**config.mk**
```make
export PLATFORM = sky130hd
export DESIGN_NAME = spike_aer_encoder
export DESIGN_NICKNAME = d
export VERILOG_FILES = /design/src/rtl/spike_aer_pkg.sv /design/src/rtl/spike_aer_encoder_fifo.sv /design/src/rtl/spike_aer_encoder.sv
export SDC_FILE = /design/constraint.sdc
export NUM_CORES = 1
export LEC_CHECK = 0
export BUFFER_PORTS_ARGS = -buffer_cell sky130_fd_sc_hd__buf_2
export CORE_UTILIZATION = 25
export DETAILED_ROUTE_END_ITERATION = 7
export PLACE_DENSITY = 0.5
export SETUP_SLACK_MARGIN = 0.3
export SLEW_MARGIN = 20
export SYNTH_ARGS = -nofsm -noshare
export SYNTH_HDL_FRONTEND = slang
export SYNTH_SLANG_ARGS = --single-unit
```
**constraint.sdc**
```tcl
create_clock -name clk -period 3.5 [get_ports clk]
set_input_delay 0.175 -clock clk [delete_from_list [all_inputs] [get_ports clk]]
set_output_delay 0.175 -clock clk [all_outputs]
set_load 0.03 [all_outputs]
```
**src/rtl/spike_aer_pkg.sv**
```systemverilog
// rtl/spike_aer_pkg.sv - shared constants and AER event type for the spike encoder
package spike_aer_pkg;

  localparam int N_NEURONS = 8;
  localparam int ADDR_W    = $clog2(N_NEURONS);
  localparam int TS_WIDTH  = 8;

  typedef struct packed {
    logic [TS_WIDTH-1:0] ts;
    logic [ADDR_W-1:0]   addr;
  } aer_event_t;

endpackage

```
**src/rtl/spike_aer_encoder_fifo.sv**
```systemverilog
// rtl/spike_aer_encoder_fifo.sv - first-word-fall-through FIFO for AER events
module aer_fifo #(
  parameter int  DEPTH = 16,
  parameter type T     = logic [7:0]
) (
  input  logic                   clk,
  input  logic                   rst_n,
  input  logic                   push,
  input  T                       din,
  input  logic                   pop,
  output T                       dout,
  output logic                   full,
  output logic                   empty,
  output logic [$clog2(DEPTH):0] count
);

  localparam int PTR_W = $clog2(DEPTH);

  T                 mem_q [DEPTH];
  logic [PTR_W-1:0] wr_ptr_q, wr_ptr_d, rd_ptr_q, rd_ptr_d;
  logic [PTR_W:0]   count_q, count_d;
  logic             do_push, do_pop;

  assign full  = (count_q == (PTR_W+1)'(DEPTH));
  assign empty = (count_q == '0);
  assign count = count_q;
  // Masking the head while empty keeps the outputs at zero after reset.
  assign dout  = empty ? T'('0) : mem_q[rd_ptr_q];

  assign do_pop  = pop && !empty;
  assign do_push = push && (!full || do_pop);

  always_comb begin
    wr_ptr_d = wr_ptr_q;
    rd_ptr_d = rd_ptr_q;
    count_d  = count_q;
    if (do_push) wr_ptr_d = wr_ptr_q + 1'b1;
    if (do_pop)  rd_ptr_d = rd_ptr_q + 1'b1;
    case ({do_push, do_pop})
      2'b10:   count_d = count_q + 1'b1;
      2'b01:   count_d = count_q - 1'b1;
      default: count_d = count_q;
    endcase
  end

  always_ff @(posedge clk or negedge rst_n) begin
    if (!rst_n) begin
      wr_ptr_q <= '0;
      rd_ptr_q <= '0;
      count_q  <= '0;
    end else begin
      wr_ptr_q <= wr_ptr_d;
      rd_ptr_q <= rd_ptr_d;
      count_q  <= count_d;
    end
  end

  always_ff @(posedge clk) begin
    if (do_push) mem_q[wr_ptr_q] <= din;
  end

endmodule

```
**src/rtl/spike_aer_encoder.sv**
```systemverilog
// rtl/spike_aer_encoder.sv - serialises per-tick spike vectors into timestamped AER events
module spike_aer_encoder
  import spike_aer_pkg::aer_event_t;
#(
  parameter  int N_NEURONS  = spike_aer_pkg::N_NEURONS,
  parameter  int FIFO_DEPTH = 16,
  parameter  int TS_WIDTH   = spike_aer_pkg::TS_WIDTH,
  localparam int ADDR_W     = $clog2(N_NEURONS)
) (
  input  logic                 clk,
  input  logic                 rst_n,
  input  logic [N_NEURONS-1:0] spike_in,
  input  logic                 spike_valid,
  output logic                 ev_valid,
  input  logic                 ev_ready,
  output logic [ADDR_W-1:0]    ev_addr,
  output logic [TS_WIDTH-1:0]  ev_ts,
  output logic                 busy,
  output logic                 overflow,
  output logic [7:0]           drop_count
);

  logic [N_NEURONS-1:0]       pend_q, pend_d, pend_after;
  logic [TS_WIDTH-1:0]        pend_ts_q, pend_ts_d, ts_cnt_q, ts_cnt_d;
  logic                       overflow_q, overflow_d, busy_q, busy_d;
  logic [7:0]                 drop_cnt_q, drop_cnt_d;
  logic [ADDR_W-1:0]          low_idx;
  logic                       fifo_full, fifo_empty, fifo_pop, scan_push, accept, drop;
  logic [$clog2(FIFO_DEPTH):0] fifo_count;
  aer_event_t                 push_ev, head_ev;

  assign fifo_pop  = !fifo_empty && ev_ready;
  assign scan_push = (pend_q != '0) && (!fifo_full || fifo_pop);
  assign push_ev   = '{ts: pend_ts_q, addr: low_idx};

  always_comb begin
    low_idx = '0;
    for (int i = N_NEURONS - 1; i >= 0; i--) begin
      if (pend_q[i]) low_idx = ADDR_W'(i);
    end
  end

  // A vector is taken whenever the mask is empty once this cycle's push is applied,
  // which covers both the idle case and the last-bit-leaving case.
  always_comb begin
    pend_after = scan_push ? (pend_q & ~(N_NEURONS'(1) << low_idx)) : pend_q;
    accept     = spike_valid && (pend_after == '0);
    drop       = spike_valid && (spike_in != '0) && !accept;
    pend_d     = accept ? spike_in : pend_after;
    pend_ts_d  = accept ? ts_cnt_q : pend_ts_q;
    ts_cnt_d   = spike_valid ? ts_cnt_q + 1'b1 : ts_cnt_q;
    overflow_d = overflow_q || drop;
    drop_cnt_d = (drop && drop_cnt_q != 8'hFF) ? drop_cnt_q + 1'b1 : drop_cnt_q;
    busy_d     = (pend_d != '0);
  end

  always_ff @(posedge clk or negedge rst_n) begin
    if (!rst_n) begin
      pend_q     <= '0;
      pend_ts_q  <= '0;
      ts_cnt_q   <= '0;
      overflow_q <= 1'b0;
      drop_cnt_q <= '0;
      busy_q     <= 1'b0;
    end else begin
      pend_q     <= pend_d;
      pend_ts_q  <= pend_ts_d;
      ts_cnt_q   <= ts_cnt_d;
      overflow_q <= overflow_d;
      drop_cnt_q <= drop_cnt_d;
      busy_q     <= busy_d;
    end
  end

  aer_fifo #(
    .DEPTH (FIFO_DEPTH),
    .T     (aer_event_t)
  ) u_fifo (
    .clk   (clk),
    .rst_n (rst_n),
    .push  (scan_push),
    .din   (push_ev),
    .pop   (fifo_pop),
    .dout  (head_ev),
    .full  (fifo_full),
    .empty (fifo_empty),
    .count (fifo_count)
  );

  assign ev_valid   = (fifo_count != '0);
  assign ev_addr    = head_ev.addr;
  assign ev_ts      = head_ev.ts;
  assign busy       = busy_q;
  assign overflow   = overflow_q;
  assign drop_count = drop_cnt_q;

endmodule

```
== Word level (Yosys, flattened, before mapping) ==
Memory sizes are Yosys's and may differ from the RTL's.
Cells that the tools add are included.

* Register bits after elaboration: 47
* Bits in latches: 0
* Memory bits (writable): 176
* ROM bits: 0
* Input port bits: 12
* Logic and storage cells: 58
* Memories: 1

{| class="wikitable"
|+ Memories
! memory !! depth !! bits a word !! read ports !! clocked after memory_dff !! wr ports !! line !! source
|-
| u_fifo.mem_q || 16 || 11 || 1 || 0 || 1 || spike_aer_encoder_fifo.sv:19 || <nowiki>T mem_q [DEPTH];</nowiki>
|}

* $add $sub $neg: 6
* Multipliers: 0
* Divide/modulo/power cells: 0
* Magnitude comparators: 0
* Eq/ne operators: 4
* Shift-type cells: 1
* Multiplexer cells: 14
* Bitwise operators: 2
* Reduce and logical (&&, ||, !) cells: 21

{| class="wikitable"
|+ Operators with widths
! kind !! count
|-
| 3-bit 2-to-1 mux || 8
|-
| 8-bit nonzero test || 3
|-
| 8-bit by 1-bit adder with 8-bit output (second input constant) || 2
|-
| 8-bit 2-to-1 mux || 2
|-
| 11-bit 2-to-1 mux || 1
|-
| 5-bit one-hot mux with 2 select lines || 1
|-
| 4-bit by 1-bit adder with 4-bit output (second input constant) || 2
|-
| 8-bit bitwise AND || 1
|-
| 1-bit logical AND || 8
|-
| 8-bit logical NOT || 1
|-
| 8-bit inequality test (second input constant) || 1
|-
| 8-bit inverter || 1
|-
| 1-bit by 3-bit left shift with 8-bit output (first input constant) || 1
|-
| 5-bit by 1-bit adder with 5-bit output (second input constant) || 1
|-
| 5-bit == test (second input constant) || 1
|-
| 5-bit logical NOT || 1
|-
| 5-bit nonzero test || 1
|-
| 5-bit by 1-bit subtractor with 5-bit output (second input constant) || 1
|-
| 1-bit logical NOT || 3
|-
| 1-bit logical OR || 3
|-
| 2-bit by 1-bit == test with 1-bit output (second input constant) || 1
|-
| 2-bit == test (second input constant) || 1
|-
| 1-bit 2-to-1 mux || 2
|-
| 2-bit nonzero test || 1
|}

== Longest topological paths before layout ==
* Word-level depth: 17
* Depth in mapped cells: 13
* Depth with buffers taken out: 13

== By module ==
From an unflattened synthesis, not the netlist that was laid out.

* Cell total of the unflattened synthesis: 539
* Area total of the unflattened synthesis: 9422.8 um^2

{| class="wikitable"
|+ By module, submodules not included
! module !! instances !! cells an instance !! area each (um^2)
|-
| aer_fifo || 1 || 377 || 7692.4
|-
| spike_aer_encoder || 1 || 162 || 1730.4
|}

== Least setup slack after synthesis ==
Ideal clock, no wire load.

* Path type: register -> register
* Start: register u_fifo.count_q[0], in the netlist u_fifo.count[0]
* End: register u_fifo.count_q[4], in the netlist u_fifo.count[4]
* Arrival: 2.675 ns
* Required time: 3.375 ns
* Path slack: 0.700 ns
* Cell stages (with the launch flop): 14
* Buffers on the path: 0
* Clock period less this slack: 2.800 ns
* Cell sequence: dfrtp_1 or4_1 nor2_1 a21oi_1 inv_1 ha_1 inv_1 fa_1 inv_1 a21o_1 a21oi_1 xnor2_1 nor2_1 xor2_1

* Word-level cells in the longest chain between the ends: 8
* Elaborated cells between the ends (all ways): 16

{| class="wikitable"
|+ RTL lines
! item !! line !! source
|-
| from (decl) || spike_aer_encoder_fifo.sv:21 || <nowiki>logic [PTR_W:0] count_q, count_d;</nowiki>
|-
| from (signal assigned) || spike_aer_encoder_fifo.sv:54 || <nowiki>count_q <= count_d;</nowiki>
|-
| 5-bit logical NOT || spike_aer_encoder_fifo.sv:25 || <nowiki>assign empty = (count_q == '0);</nowiki>
|-
| 1-bit logical NOT || spike_aer_encoder_fifo.sv:30, spike_aer_encoder.sv:32 ||
|-
| 1-bit logical AND || spike_aer_encoder.sv:32 || <nowiki>assign fifo_pop = !fifo_empty && ev_ready;</nowiki>
|-
| 1-bit logical OR / 1-bit logical AND (equally long branches) || spike_aer_encoder.sv:33, spike_aer_encoder_fifo.sv:30 ||
|-
| 1-bit logical AND / 1-bit logical OR (equally long branches) || spike_aer_encoder.sv:33, spike_aer_encoder_fifo.sv:31 ||
|-
| 1-bit logical AND || spike_aer_encoder_fifo.sv:31 || <nowiki>assign do_push = push && (!full || do_pop);</nowiki>
|-
| 2-bit by 1-bit == test with 1-bit output / 2-bit == test (equally long branches) || spike_aer_encoder_fifo.sv:39 || <nowiki>case ({do_push, do_pop})</nowiki>
|-
| 5-bit one-hot mux with 2 select lines / 2-bit nonzero test (equally long branches) || - ||
|}

Several ways; a longest one is shown, not always the timed one.
A chain may end at the register's enable or synchronous reset.

== Worst setup path after layout ==
Ends and elaborated chain as after synthesis.

==> impl_metrics.json <==
{
  "stdcell_count": 1049,
  "min_to": "u_fifo.rd_ptr_q[2]$_DFFE_PN0P_",
  "synth_xor_area_frac": 0.02302,
  "ys_types": 45,
  "crit_path_max_incr_delay_ns": 0.58,
  "violations": "design-rule violations",
  "hold_start": "ev_ready",
  "start_kind": "flop",
  "synth_mux_area_frac": 0.1512,
  "yosysSeqAreaShare": 0.7077,
  "post-place-ws_ns": 0.4645,
  "wire_per_inst_um": 18.67,
  "rows": 69,
  "slew_viol_final": 0,
  "drive_above_1_share": 0.2806,
  "insertedDiodeCount": 0,
  "initialDrtViolationCount": 332,
  "critPathRequiredTime_ns": 3.93,
  "place_inst": 998,
  "die_w_um": 193.1,
  "finalCritPeriodShare": 0.8461,
  "path_clk_slew_ns": 0.06,
  "syn_nets": 530,
  "grt_use_met2": 0.1798,
  "use_met3": 0.01882,
  "hpwl_um": 12240,
  "cts_tree": "done",
  "antenna_found_initial": 0,
  "crit_type": "flop to flop",
  "grt_usage": 0.1083,
  "placed_area_um2": 9977,
  "period_minus_slack_ns": 2.961,
  "synth_top_family_by_area": "multiplexers",
  "portBuffers": 33,
  "fin_ws_ns": 0.5387,
  "synth-compound-area-share": 0.02672,
  "crit_top_cell": "inv_1",
  "grt_setup_unrepaired": "false",
  "ys_ff_latch": 223,
  "insertion_delay_ns": 0.53,
  "maxCapViolCount": 0,
  "stdcell_area_um2": 10880,
  "syn_inst": 506,
  "crit_chain": "or4_1 > nor2_1 > buf_4 > a21oi_2 > inv_1 > ha_2 > inv_1 > fa_1 > inv_1 > a21o_1 > a21oi_1 > xnor2_1 > nor2_1 > xor2_1",
  "antenna_left": 0,
  "crit_slowest_cell": "or4_1",
  "multi_input_area_um2": 2530,
  "dieArea_um2": 37290,
  "cp.arrival_ns": 3.39,
  "fmax_ghz": 0.3377,
  "r2r-end": "u_fifo.count[4]$_DFFE_PN0P_",
  "synth_adder_area_share": 0.01960,
  "r2r_cells": 14,
  "grt_pass1_wl_um": 29900,
  "drt-total-wl_um": 19590,
  "setup_viol": 0,
  "whs_path_depth": 4,
  "grt_pass1_vias": 4971,
  "grt-ovfl-total": 0,
  "busiest_layer": "met2",
  "fin_nets": 597,
  "root_buffer": "clkbuf_16",
  "cts_buffer_depth": 3,
  "ys_warn_count": 0,
  "htreeDepth": 1,
  "clkSinkCount": 223,
  "relSlewSlack": 0.3274,
  "path_max_fanout": 9,
  "r2r_setup_slack_ns": 0.54,
  "cp-end-kind": "flop",
  "gp_congestion": 0.7806,
  "synth-simple-area-share": 0.05345,
  "syn-cell-area_um2": 9130,
  "final_util": 0.3045,
  "hp-class": "input pin to flop",
  "p_total_mw": 11.02,
  "start_util": 0.2554,
  "fin_setup_tns_ns": 0,
  "hold_violations": 0,
  "fin_skew_ns": 0.02819,
  "drt-pass1-iter-count": 6,
  "area_growth_pct": 19.20,
  "grt_use_met1": 0.1462,
  "ff_latch_area_um2": 6464,
  "tightestPinTransition_ns": 1.005,
  "drc_errors": 6,
  "power_leakage_nw": 3.831,
  "fin_hold_ws_ns": 0.1581,
  "grt_max_degree": 48,
  "synth.avg_cell_area_um2": 18.04,
  "ir_drop_mv": 0.5231,
  "ios": 34,
  "coreArea_um2": 35740,
  "run_status": "finished, violations left",
  "rr_startpoint": "u_fifo.count[0]$_DFFE_PN0P_",
  "vias": 4661,
  "vias_per_cell": 4.443,
  "cts_buffers": 24,
  "die_h_um": 193.1,
  "power_density_nw_per_um2": 1013,
  "fill_cells": 3542
}
[worst max-delay path: cells and delay by family (launching register included)]
| kind | cells | cell delay, ns |
|---|---|---|
| xor gates and xnor gates | 2 | 0.30 |
| AOI/OAI and AO/OA | 3 | 0.29 |
| adders and majority gates | 2 | 0.62 |
| and+or+nand+nor | 3 | 0.83 |
| buffers and inverters | 4 | 0.40 |
| DFF | 1 | 0.44 |
[layout make-up]
| class | count | share of cell area |
|---|---|---|
| clock inverter | 16 | 0.01748 |
| clock buffer | 25 | 0.05553 |
| inverter | 18 | 0.006208 |
| timing repair buffer | 64 | 0.04139 |
| multi-input combinational | 242 | 0.2325 |
| sequential | 223 | 0.5939 |
| tap | 461 | 0.05300 |
[synthesized netlist by cell type]
library cell / count / area, um2
edfxtp_1: 176 / 5285
mux4_2: 55 / 1239
dfrtp_1: 47 / 1176
nor2_1: 31 / 116.4
nand2_1: 19 / 71.32
inv_1: 18 / 67.56
o21ai_0: 15 / 75.07
nor2b_1: 13 / 81.33
clkbuf_1: 12 / 45.04
xnor2_1: 12 / 105.1
xor2_1: 12 / 105.1
ha_1: 11 / 137.6
mux2_2: 9 / 101.4
a21oi_1: 8 / 40.04
buf_1: 7 / 26.28
nand3_1: 6 / 30.03
nand4_1: 6 / 37.54
nor3_1: 6 / 30.03
a21o_1: 4 / 30.03
nand2b_1: 4 / 25.02
nor4_1: 3 / 18.77
a31oi_1: 2 / 12.51
and3_1: 2 / 12.51
buf_2: 2 / 10.01
mux2_4: 2 / 30.03
o211ai_1: 2 / 15.01
o21ai_1: 2 / 10.01
o2bb2ai_1: 2 / 17.52
or4_1: 2 / 15.01
a21bo_2: 1 / 10.01
a21boi_0: 1 / 7.510
a32o_1: 1 / 10.01
buf_4: 1 / 7.510
buf_6: 1 / 11.26
fa_1: 1 / 20.02
maj3_1: 1 / 10.01
maj3_2: 1 / 11.26
mux2i_1: 1 / 10.01
nand3b_1: 1 / 7.510
nor4_4: 1 / 21.27
nor4b_1: 1 / 8.760
o31ai_1: 1 / 7.510
o41ai_1: 1 / 8.760
or2_1: 1 / 6.260
or3_1: 1 / 6.260
[worst max path at each step]
stage | to | cells after the start | slack, ns | startpoint
2_1_floorplan | u_fifo.count[4]$_DFFE_PN0P_ | 13 | 0.70 | u_fifo.count[0]$_DFFE_PN0P_
3_3_place_gp | u_fifo.count[4]$_DFFE_PN0P_ | 14 | 0.58 | u_fifo.count[0]$_DFFE_PN0P_
3_5_place_dp | u_fifo.count[4]$_DFFE_PN0P_ | 14 | 0.46 | u_fifo.count[0]$_DFFE_PN0P_
4_1_cts | u_fifo.count[4]$_DFFE_PN0P_ | 14 | 0.43 | u_fifo.count[0]$_DFFE_PN0P_
5_1_grt | u_fifo.count[4]$_DFFE_PN0P_ | 14 | 0.37 | u_fifo.count[0]$_DFFE_PN0P_
6_report | u_fifo.count[4]$_DFFE_PN0P_ | 14 | 0.54 | u_fifo.count[0]$_DFFE_PN0P_
[cells by family after synthesis]
kind of cell	count (synthesis)
AO/OA/AOI/OAI	40
XOR/XNOR	24
adder cells (fa/ha/maj)	14
buffers and inverters	41
flip-flops	223
multiplexers	67
AND/OR/NAND/NOR	97
[layer usage]
layer | up-vias | part of all wire
li1 | 2107 | -
met1 | 2436 | 0.46
met2 | 90 | 0.48
met3 | 28 | 0.044
met4 | 0 | 0.019
met5 | - | 0
[state kept, by name (all words and copies together), names as in the netlist]
register         cells
u_fifo.mem_q       176
busy                 1
u_fifo.wr_ptr_q      4
drop_count           8
pend_q               8
u_fifo.count         5
u_fifo.rd_ptr_q      4
overflow             1
pend_ts_q            8
ts_cnt_q             8
[power breakdown]
group / total [mW] / switching, mW / internal [mW]
Clock: 2.56 / 1.01 / 1.54
Combinational: 3.82 / 2.19 / 1.63
Sequential: 4.64 / 0.650 / 3.99
Total: 11.0 / 3.85 / 7.17
[cell usage in the layout (no fill, tap or decap), drive strengths merged, types with 13 or more instances in the layout]
| master | n |
|---|---|
| nand2 | 19 |
| dfrtp | 47 |
| buf | 54 |
| inv | 19 |
| mux4 | 55 |
| o21ai | 17 |
| nor2 | 31 |
| nor2b | 13 |
| edfxtp | 176 |
| clkbuf | 25 |
[what timing repair did]
| action | 4_1_cts | 5_1_grt |
|---|---|---|
| gates resized for setup | 0 | 2 |
| setup endpoints to repair | 0 | 1 |
| endpoints found under the hold margin | 56 | 0 |
| setup buffers | 0 | 0 |
| hold buffers | 10 | 0 |
No activity file was read; power rests on OpenSTA's default activity.
